[src/rtl/id_ex_stage.sv]
// ID/EX pipeline register and ALU operand-delivery stage.
// Holds the decoded instruction for one cycle and forwards fresher EX/MEM
// or MEM/WB results onto the ALU operands and the store data.
module id_ex_stage #(
    parameter int N = 32,
    parameter int R = 5
) (
    input  logic         clk,
    input  logic         reset,
    input  logic         stall,
    input  logic         flush,
    input  logic [N-1:0] id_rd1,
    input  logic [N-1:0] id_rd2,
    input  logic [N-1:0] id_signimm,
    input  logic [R-1:0] id_rs,
    input  logic [R-1:0] id_rt,
    input  logic [R-1:0] id_rd,
    input  logic         id_regwrite,
    input  logic         id_memtoreg,
    input  logic         id_memwrite,
    input  logic         id_alusrc,
    input  logic         id_regdst,
    input  logic [1:0]   id_aluop,
    input  logic [5:0]   id_funct,
    input  logic         exm_regwrite,
    input  logic [R-1:0] exm_rd,
    input  logic [N-1:0] exm_result,
    input  logic         wb_regwrite,
    input  logic [R-1:0] wb_rd,
    input  logic [N-1:0] wb_result,
    output logic [N-1:0] alu_a,
    output logic [N-1:0] alu_b,
    output logic [2:0]   alu_f,
    output logic [N-1:0] ex_writedata,
    output logic [R-1:0] ex_writereg,
    output logic [R-1:0] ex_rs,
    output logic [R-1:0] ex_rt,
    output logic         ex_regwrite,
    output logic         ex_memtoreg,
    output logic         ex_memwrite
);

    localparam logic [2:0] F_ADD = 3'b010;
    localparam logic [2:0] F_SUB = 3'b110;
    localparam logic [2:0] F_AND = 3'b000;
    localparam logic [2:0] F_OR  = 3'b001;
    localparam logic [2:0] F_SLT = 3'b111;

    logic [N-1:0] r_rd1;
    logic [N-1:0] r_rd2;
    logic [N-1:0] r_imm;
    logic [R-1:0] r_rs;
    logic [R-1:0] r_rt;
    logic [R-1:0] r_rd;
    logic         r_regwrite;
    logic         r_memtoreg;
    logic         r_memwrite;
    logic         r_alusrc;
    logic         r_regdst;
    logic [2:0]   r_f;

    logic [2:0]   w_f_dec;
    logic [N-1:0] w_fwd_a;
    logic [N-1:0] w_fwd_b;

    // ALU function decode from the main-decoder op class and funct field
    always_comb begin
        w_f_dec = F_ADD;
        case (id_aluop)
            2'b01: w_f_dec = F_SUB;
            2'b10: begin
                case (id_funct)
                    6'b100000: w_f_dec = F_ADD;
                    6'b100010: w_f_dec = F_SUB;
                    6'b100100: w_f_dec = F_AND;
                    6'b100101: w_f_dec = F_OR;
                    6'b101010: w_f_dec = F_SLT;
                    default:   w_f_dec = F_ADD;
                endcase
            end
            default: w_f_dec = F_ADD;
        endcase
    end

    // Pipeline register: flush inserts a bubble (beats stall), stall holds
    always_ff @(posedge clk or posedge reset) begin
        if (reset) begin
            r_rd1      <= '0;
            r_rd2      <= '0;
            r_imm      <= '0;
            r_rs       <= '0;
            r_rt       <= '0;
            r_rd       <= '0;
            r_regwrite <= 1'b0;
            r_memtoreg <= 1'b0;
            r_memwrite <= 1'b0;
            r_alusrc   <= 1'b0;
            r_regdst   <= 1'b0;
            r_f        <= F_ADD;
        end else if (flush) begin
            r_rd1      <= '0;
            r_rd2      <= '0;
            r_imm      <= '0;
            r_rs       <= '0;
            r_rt       <= '0;
            r_rd       <= '0;
            r_regwrite <= 1'b0;
            r_memtoreg <= 1'b0;
            r_memwrite <= 1'b0;
            r_alusrc   <= 1'b0;
            r_regdst   <= 1'b0;
            r_f        <= F_ADD;
        end else if (!stall) begin
            r_rd1      <= id_rd1;
            r_rd2      <= id_rd2;
            r_imm      <= id_signimm;
            r_rs       <= id_rs;
            r_rt       <= id_rt;
            r_rd       <= id_rd;
            r_regwrite <= id_regwrite;
            r_memtoreg <= id_memtoreg;
            r_memwrite <= id_memwrite;
            r_alusrc   <= id_alusrc;
            r_regdst   <= id_regdst;
            r_f        <= w_f_dec;
        end
    end

    // Operand forwarding; the younger EX/MEM result wins, register 0 is never forwarded
    always_comb begin
        w_fwd_a = r_rd1;
        w_fwd_b = r_rd2;
        if (exm_regwrite && (exm_rd != '0) && (exm_rd == r_rs)) begin
            w_fwd_a = exm_result;
        end else if (wb_regwrite && (wb_rd != '0) && (wb_rd == r_rs)) begin
            w_fwd_a = wb_result;
        end
        if (exm_regwrite && (exm_rd != '0) && (exm_rd == r_rt)) begin
            w_fwd_b = exm_result;
        end else if (wb_regwrite && (wb_rd != '0) && (wb_rd == r_rt)) begin
            w_fwd_b = wb_result;
        end
    end

    assign alu_a        = w_fwd_a;
    assign ex_writedata = w_fwd_b;
    assign alu_b        = r_alusrc ? r_imm : w_fwd_b;
    assign alu_f        = r_f;
    assign ex_writereg  = r_regdst ? r_rd : r_rt;
    assign ex_rs        = r_rs;
    assign ex_rt        = r_rt;
    assign ex_regwrite  = r_regwrite;
    assign ex_memtoreg  = r_memtoreg;
    assign ex_memwrite  = r_memwrite;

endmodule

[config.mk]
export PLATFORM = sky130hd
export DESIGN_NAME = id_ex_stage
export DESIGN_NICKNAME = d
export VERILOG_FILES = /design/src/rtl/id_ex_stage.sv
export SDC_FILE = /design/constraint.sdc
export NUM_CORES = 1
export LEC_CHECK = 0
export BUFFER_PORTS_ARGS = -buffer_cell sky130_fd_sc_hd__buf_4
export CORE_AREA = 2 2 125 127
export CTS_CLUSTER_SIZE = 28
export DETAILED_ROUTE_END_ITERATION = 7
export DIE_AREA = 0 0 127 129
export HOLD_SLACK_MARGIN = 0.02
export MAX_ROUTING_LAYER = met4
export PLACE_DENSITY = 0.9
export SLEW_MARGIN = 20
export SYNTH_ARGS = -nofsm -noshare
export SYNTH_HDL_FRONTEND = slang
export SYNTH_SLANG_ARGS = --single-unit
export TNS_END_PERCENT = 30
[constraint.sdc]
create_clock -name clk -period 9.5 [get_ports clk]
set_input_delay 0.95 -clock clk [delete_from_list [all_inputs] [get_ports clk]]
set_output_delay 0.95 -clock clk [all_outputs]
set_load 0.01 [all_outputs]
==> key figures, run 1 <==
Logic synthesis
  – Cell Area, Synth: 0.00720 mm2
  – Avg Inst Size Synth: 9.45 um2
  – Gate Count Post-Synth: 762
  – Post-synth EDFFs: 0
  – Synth warn: 0
  – Cell taking the most area after synthesis: dfrtp_1
  – Synth cell types: 40
  – Synth area leaders: dfrtp_1, mux2i_1, nor2_1
  – Flops & latches, synth: 119
  – Asr flop ratio synth: 1.00
  – Syn_nets: 968
  – Sequential area share after synthesis: 0.414
  – Post-synth top area share: 0.410
  – Main flop type after synthesis: dfrtp_1

Timing
  – Clock skew: 0 ns
  – Final Critical Period: 4.82 ns
  – RSZ-0062 raised after global routing: no
  – Normalized max-slew margin: 0.321
  – Slew @ Worst Pin: 1.02 ns
  – Final setup violation count: 0
  – Final hold viol count: 0
  – Fin crit share: 0.507
  – Slew Limit Fails: 0
  – Post-route setup slack: 4.68 ns
  – Maximum operating frequency: 208 MHz
  – Setup TNS: 0 ns

GRT
  – Largest net degree at the start of global routing: 65
  – First-pass GRT wire length: 37400 um
  – GRT Total Usage: 0.303
  – Grt ovf: 0
  – Antenna violations before repair: 1
  – Vias in the first global route: 7172

Flow run
  – Max_cap viols: 0

Clock tree
  – Clock Path Buffers: 2
  – H-tree depth: 4
  – # resized after CTS: 0
  – Hold bufs inserted after CTS: 0
  – Clock transition at path regs: 0.06 ns
  – Clock Sinks: 119
  – CTS Root Cell: clkbuf_16
  – CTS buffer count: 17
  – Clock Latency Late Sink: 0.41 ns
  – Setup bufs post-CTS: 0
  – TritonCTS clock tree: yes

Place
  – Dpl cells: 1215
  – Placer Congestion: 0.958
  – IO Port Bufs: 320
  – Post-DP HPWL: 17100 um
  – Pre-CTS setup slack: 4.78 ns

Detailed routing
  – Via count: 7105
  – DRC: 0
  – Drt pass-1 iters: 5
  – Routed WL: 24500 um
  – 1st-iter DRT viols: 537
  – Vias per std cell: 5.69
  – DRT antenna net count: 0
  – WL/cell: 19.6 um

Cells and area
  – Share of cells above drive strength 1: 0.393
  – FF/Latch Area: 0.00298 mm2
  – Final core occ: 0.688
  – Area growth, synth to finish: 43.1%
  – Layout Cells excl Fill: 1248
  – Area of the multi-input gates: 0.00383 mm2
  – Most frequent cells in the layout: buf_4, nor2_1, mux2i_1
  – Layout Nets: 1252
  – Filler cells: 1125
  – Leading cell type in the layout, fill and taps excluded: buf_4

Critical path
  – Critical-path top delay cell: or2_2
  – Critical path peak fanout: 33
  – Worst path bufs/invs: 3
  – CP top delay family: simple AND/OR/NAND/NOR gates
  – WP data arrival: 3.87 ns
  – CP required: 8.55 ns
  – R2R setup slack: 8.08 ns
  – Most used cell, CP: buf_4
  – Setup crit start kind: input pin
  – Crit end category: primary output
  – Slowest Stage Delay on Critical Path: 0.82 ns
  – CP cell instances: buf_4 > or4_1 > o211ai_4 > buf_4 > or2_2 > a31oi_1 > mux2_2 > buf_4
  – CP Class: input pin to primary output

Floorplanning
  – Die footprint: 0.0164 mm2
  – Die Ht: 129 um
  – DIE WIDTH: 127 um
  – Core ar.: 0.0150 mm2
  – IO Count: 321
  – FP Rows: 45
  – Initial core utilization: 0.481

Pwr
  – Comb power frac: 0.209
  – Leak: 5.19 nW
  – Final total power: 1.59 mW
  – Part of the power in registers: 0.351
  – Net switching power figure: 0.432 mW
  – P_int: 1.16 mW
  – Switching Share: 0.271
  – VDD IR-drop max: 108 uV
  – Clock Power Share: 0.440
  – Pwr/cell area: 155 mW/mm2

Hold path
  – Worst min path class: flip-flop to flip-flop

Run status
  – Status: complete, no violations
==> per-stage QoR <==
step | instance area (um2) | hold slack (ns)
final | 10300 | 0.520
after global routing | 10300 | 0.555
after CTS | 10300 | 0.524
after detailed placement | 9650 | 0.510
after global placement | 9650 | 0.497
after floorplan | 7200 | 0.483
==> flip-flops by register name, summed over array words and instances, names as in the netlist <==
signal / flops
ex_rt: 5
r_rd: 5
ex_rs: 5
ex_memtoreg: 1
r_imm: 32
r_rd1: 32
r_regdst: 1
alu_f: 3
ex_memwrite: 1
r_alusrc: 1
ex_regwrite: 1
r_rd2: 32
==> cell type report <==
type                    instances  area share
repair buffers                329       0.240
multi-input cells             544       0.372
diodes                          1    0.000243
clock inverters                13      0.0187
clock buffers                  19      0.0440
flip-flops and latches        119       0.289
inverters                      35      0.0130
well taps                     188      0.0228
==> cells by family after synthesis <==
logic type / synth area share
simple gates: 0.145
mux: 0.262
flops: 0.414
compound gates: 0.0939
buf+inv: 0.0572
xor+xnor: 0.0243
fa+ha+maj: 0.00348
==> tightest hold or removal path: stages (launching register included) <==
cell,delay [ns]
dfrtp_1,0.33
mux2i_1,0.07
nor2_1,0.08
==> cell usage after synthesis, drive strengths merged, types with 3 or more instances <==
| cell | n |
|---|---|
| a21oi | 33 |
| a31oi | 31 |
| buf | 19 |
| clkbuf | 45 |
| dfrtp | 118 |
| inv | 35 |
| mux2 | 36 |
| mux2i | 148 |
| nand2 | 3 |
| nand4 | 3 |
| nor2 | 152 |
| nor3 | 31 |
| o21ai | 33 |
| or3 | 31 |
| or4 | 3 |
| xnor2 | 16 |
| xor2 | 4 |
==> worst paths after layout <==
path	start	endpoint	cells past startpoint
min reg2reg	r_rd2[9]	r_rd2[9]	2
max	exm_rd[1]	alu_b[1]	8
min in group asynchronous	reset	r_rd2[2]	2
min	r_rd2[9]	r_rd2[9]	2
max in group asynchronous	reset	r_alusrc	3
max reg2reg	r_alusrc	r_alusrc	2
==> power groups by stage <==
stage	combinational (mW)	sequential [mW]	clock [mW]
final	0.333	0.560	0.701
after floorplan	0.167	0.558	0
after global placement	0.323	0.567	0
after detailed placement	0.331	0.567	0
after CTS	0.333	0.559	0.710
after global routing	0.358	0.563	0.732
==> layer usage <==
metal  global-route usage  vias up  part of all wire
met1                0.352     3393              0.38
met2                0.496      412              0.50
met5                    -        -                 0
met4                0.163        0             0.045
met3               0.0649       82             0.078
li1                     -     3218                 -
Power figures use the tool's default switching activity.
==> run 2, diff against run 1 <==
- CORE_AREA: 2 2 125 127 -> default
- CORE_UTILIZATION: default -> 48
- DIE_AREA: 0 0 127 129 -> default
- clock period: 9.5 -> 4.56 ns (I/O delays scaled with it)
==> key figures, run 2 (synthesis results as in run 1) <==
Clock tree
  – Clock Sinks: 119
  – Clock Latency Late Sink: 0.41 ns
  – CTS buffer count: 17
  – Clock transition at path regs: 0.06 ns
  – H-tree depth: 4
  – Clock Path Buffers: 2
  – # resized after CTS: 0
  – Setup bufs post-CTS: 0
  – TritonCTS clock tree: yes
  – CTS Root Cell: clkbuf_16

Floorplanning
  – DIE WIDTH: 124 um
  – Initial core utilization: 0.493
  – IO Count: 321
  – FP Rows: 44
  – Core ar.: 0.0146 mm2
  – Die footprint: 0.0155 mm2
  – Die Ht: 124 um

Timing
  – Final hold viol count: 0
  – Fin crit share: 0.774
  – RSZ-0062 raised after global routing: no
  – Normalized max-slew margin: 0.341
  – Final setup violation count: 0
  – Maximum operating frequency: 283 MHz
  – Slew @ Worst Pin: 0.989 ns
  – Slew Limit Fails: 0
  – Final Critical Period: 3.53 ns
  – Clock skew: 0 ns
  – Setup TNS: 0 ns

Place
  – Post-DP HPWL: 16300 um
  – Placer Congestion: 0.891
  – IO Port Bufs: 320

Detailed routing
  – Via count: 6976
  – Vias per std cell: 5.60
  – Drt pass-1 iters: 8
  – WL/cell: 18.6 um
  – Routed WL: 23200 um
  – DRT antenna net count: 0
  – 1st-iter DRT viols: 470
  – DRC: 0

Cells and area
  – Most frequent cells in the layout: buf_4, nor2_1, mux2i_1
  – Top Registers: r_imm: 32 flops, r_rd1: 32 flops, r_rd2: 32 flops
  – # diodes: 0
  – Final core occ: 0.705
  – Layout Nets: 1256
  – Share of cells above drive strength 1: 0.392
  – Filler cells: 1094
  – Leading cell type in the layout, fill and taps excluded: buf_4
  – FF/Latch Area: 0.00298 mm2
  – Area of the multi-input gates: 0.00383 mm2
  – Area growth, synth to finish: 42.9%

GRT
  – Grt ovf: 0
  – First-pass GRT wire length: 36600 um
  – Antenna violations before repair: 0
  – Vias in the first global route: 7139
  – GRT Total Usage: 0.307
  – Largest net degree at the start of global routing: 83

Hold path
  – Worst min path class: input pin to flip-flop
  – WHS Path Cells: 3

Pwr
  – Leak: 5.20 nW
  – VDD IR-drop max: 250 uV
  – Pwr/cell area: 315 mW/mm2

Critical path
  – CP cell instances: buf_4 > or4_4 > o211ai_4 > buf_4 > or3_1 > a31oi_2 > mux2_2 > buf_4
  – WP depth: 8
  – Critical path peak fanout: 39
  – Critical-path top delay cell: o211ai_4
  – Worst path bufs/invs: 3
  – WP data arrival: 3.07 ns
  – Slowest Stage Delay on Critical Path: 0.77 ns
  – Worst Reg-to-Reg Cells: 2
  – Setup crit start kind: input pin
  – CP top delay family: compound AO/OA/AOI/OAI gates
  – CP Class: input pin to primary output
  – Most used cell, CP: buf_4
  – CP required: 4.10 ns
  – Crit end category: primary output

Run status
  – Status: complete, no violations

Flow run
  – Max_cap viols: 0
==> run 2: cell types whose count changed in the layout (fill, tap and decap cells not counted), sizes merged, moves of 3 or more <==
cell	change
clkbuf	+4
clkinvlp	-3
buf	+3
inv	-4
clkinv	+3
==> run 2: path summary, 6_finish.rpt <==
check / from / end / slack (ns)
worst min register to register: r_rd2[20] / r_rd2[20] / 0.52
min in group asynchronous: reset / alu_f[0] / 0.56
worst min-delay path: id_signimm[11] / r_imm[11] / 0.28
max in group asynchronous: reset / r_imm[10] / 3.03
worst max-delay path: wb_rd[1] / alu_b[12] / 1.03
worst max register to register: r_alusrc / r_alusrc / 3.23
==> run 2: final cells by class <==
cell class	count	area share
sequential	119	0.290
clock inverter	8	0.0117
multi-input combinational	544	0.372
clock buffer	23	0.0474
tap	184	0.0224
timing repair buffer	333	0.244
inverter	35	0.0130
==> run 2: where the power goes <==
| part | internal (mW) | switching [mW] | total, mW |
|---|---|---|---|
| Combinational | 0.357 | 0.333 | 0.690 |
| Sequential | 1.12 | 0.0483 | 1.16 |
| Clock | 0.911 | 0.472 | 1.38 |
==> run 2: through the flow <==
stage          setup slack (ns)  total power, mW  hold WS, ns  instance area [um2]  instances
2_1_floorplan             0.948             1.51        0.483                 7200        762
3_3_place_gp               1.12             1.85        0.442                 9670       1214
3_5_place_dp               1.05             1.87        0.445                 9670       1214
4_1_cts                    1.05             3.25        0.271                10300       1246
5_1_grt                   0.876             3.36        0.276                10300       1246
6_report                   1.03             3.24        0.280                10300       1246
==> run 2: what timing repair did <==
action / 4_1_cts / 5_1_grt
setup endpoints to repair: 0 / 0
endpoints found under the hold margin: 21 / 0
hold buffers: 1 / 0
==> run 2: layer usage <==
| layer | part of all wire | wire length, um | GRT usage |
|---|---|---|---|
| met1 | 0.40 | 9310 | 0.350 |
| met2 | 0.51 | 11700 | 0.528 |
| met3 | 0.062 | 1430 | 0.0610 |
| met4 | 0.030 | 693 | 0.119 |
| met5 | 0 | 0 | - |
==> run 2: worst min-delay path: cells and delay by family <==
family,cells,cell delay (ns)
and+or+nand+nor,1,0.07
muxes,1,0.05
buffers and inverters,1,0.08
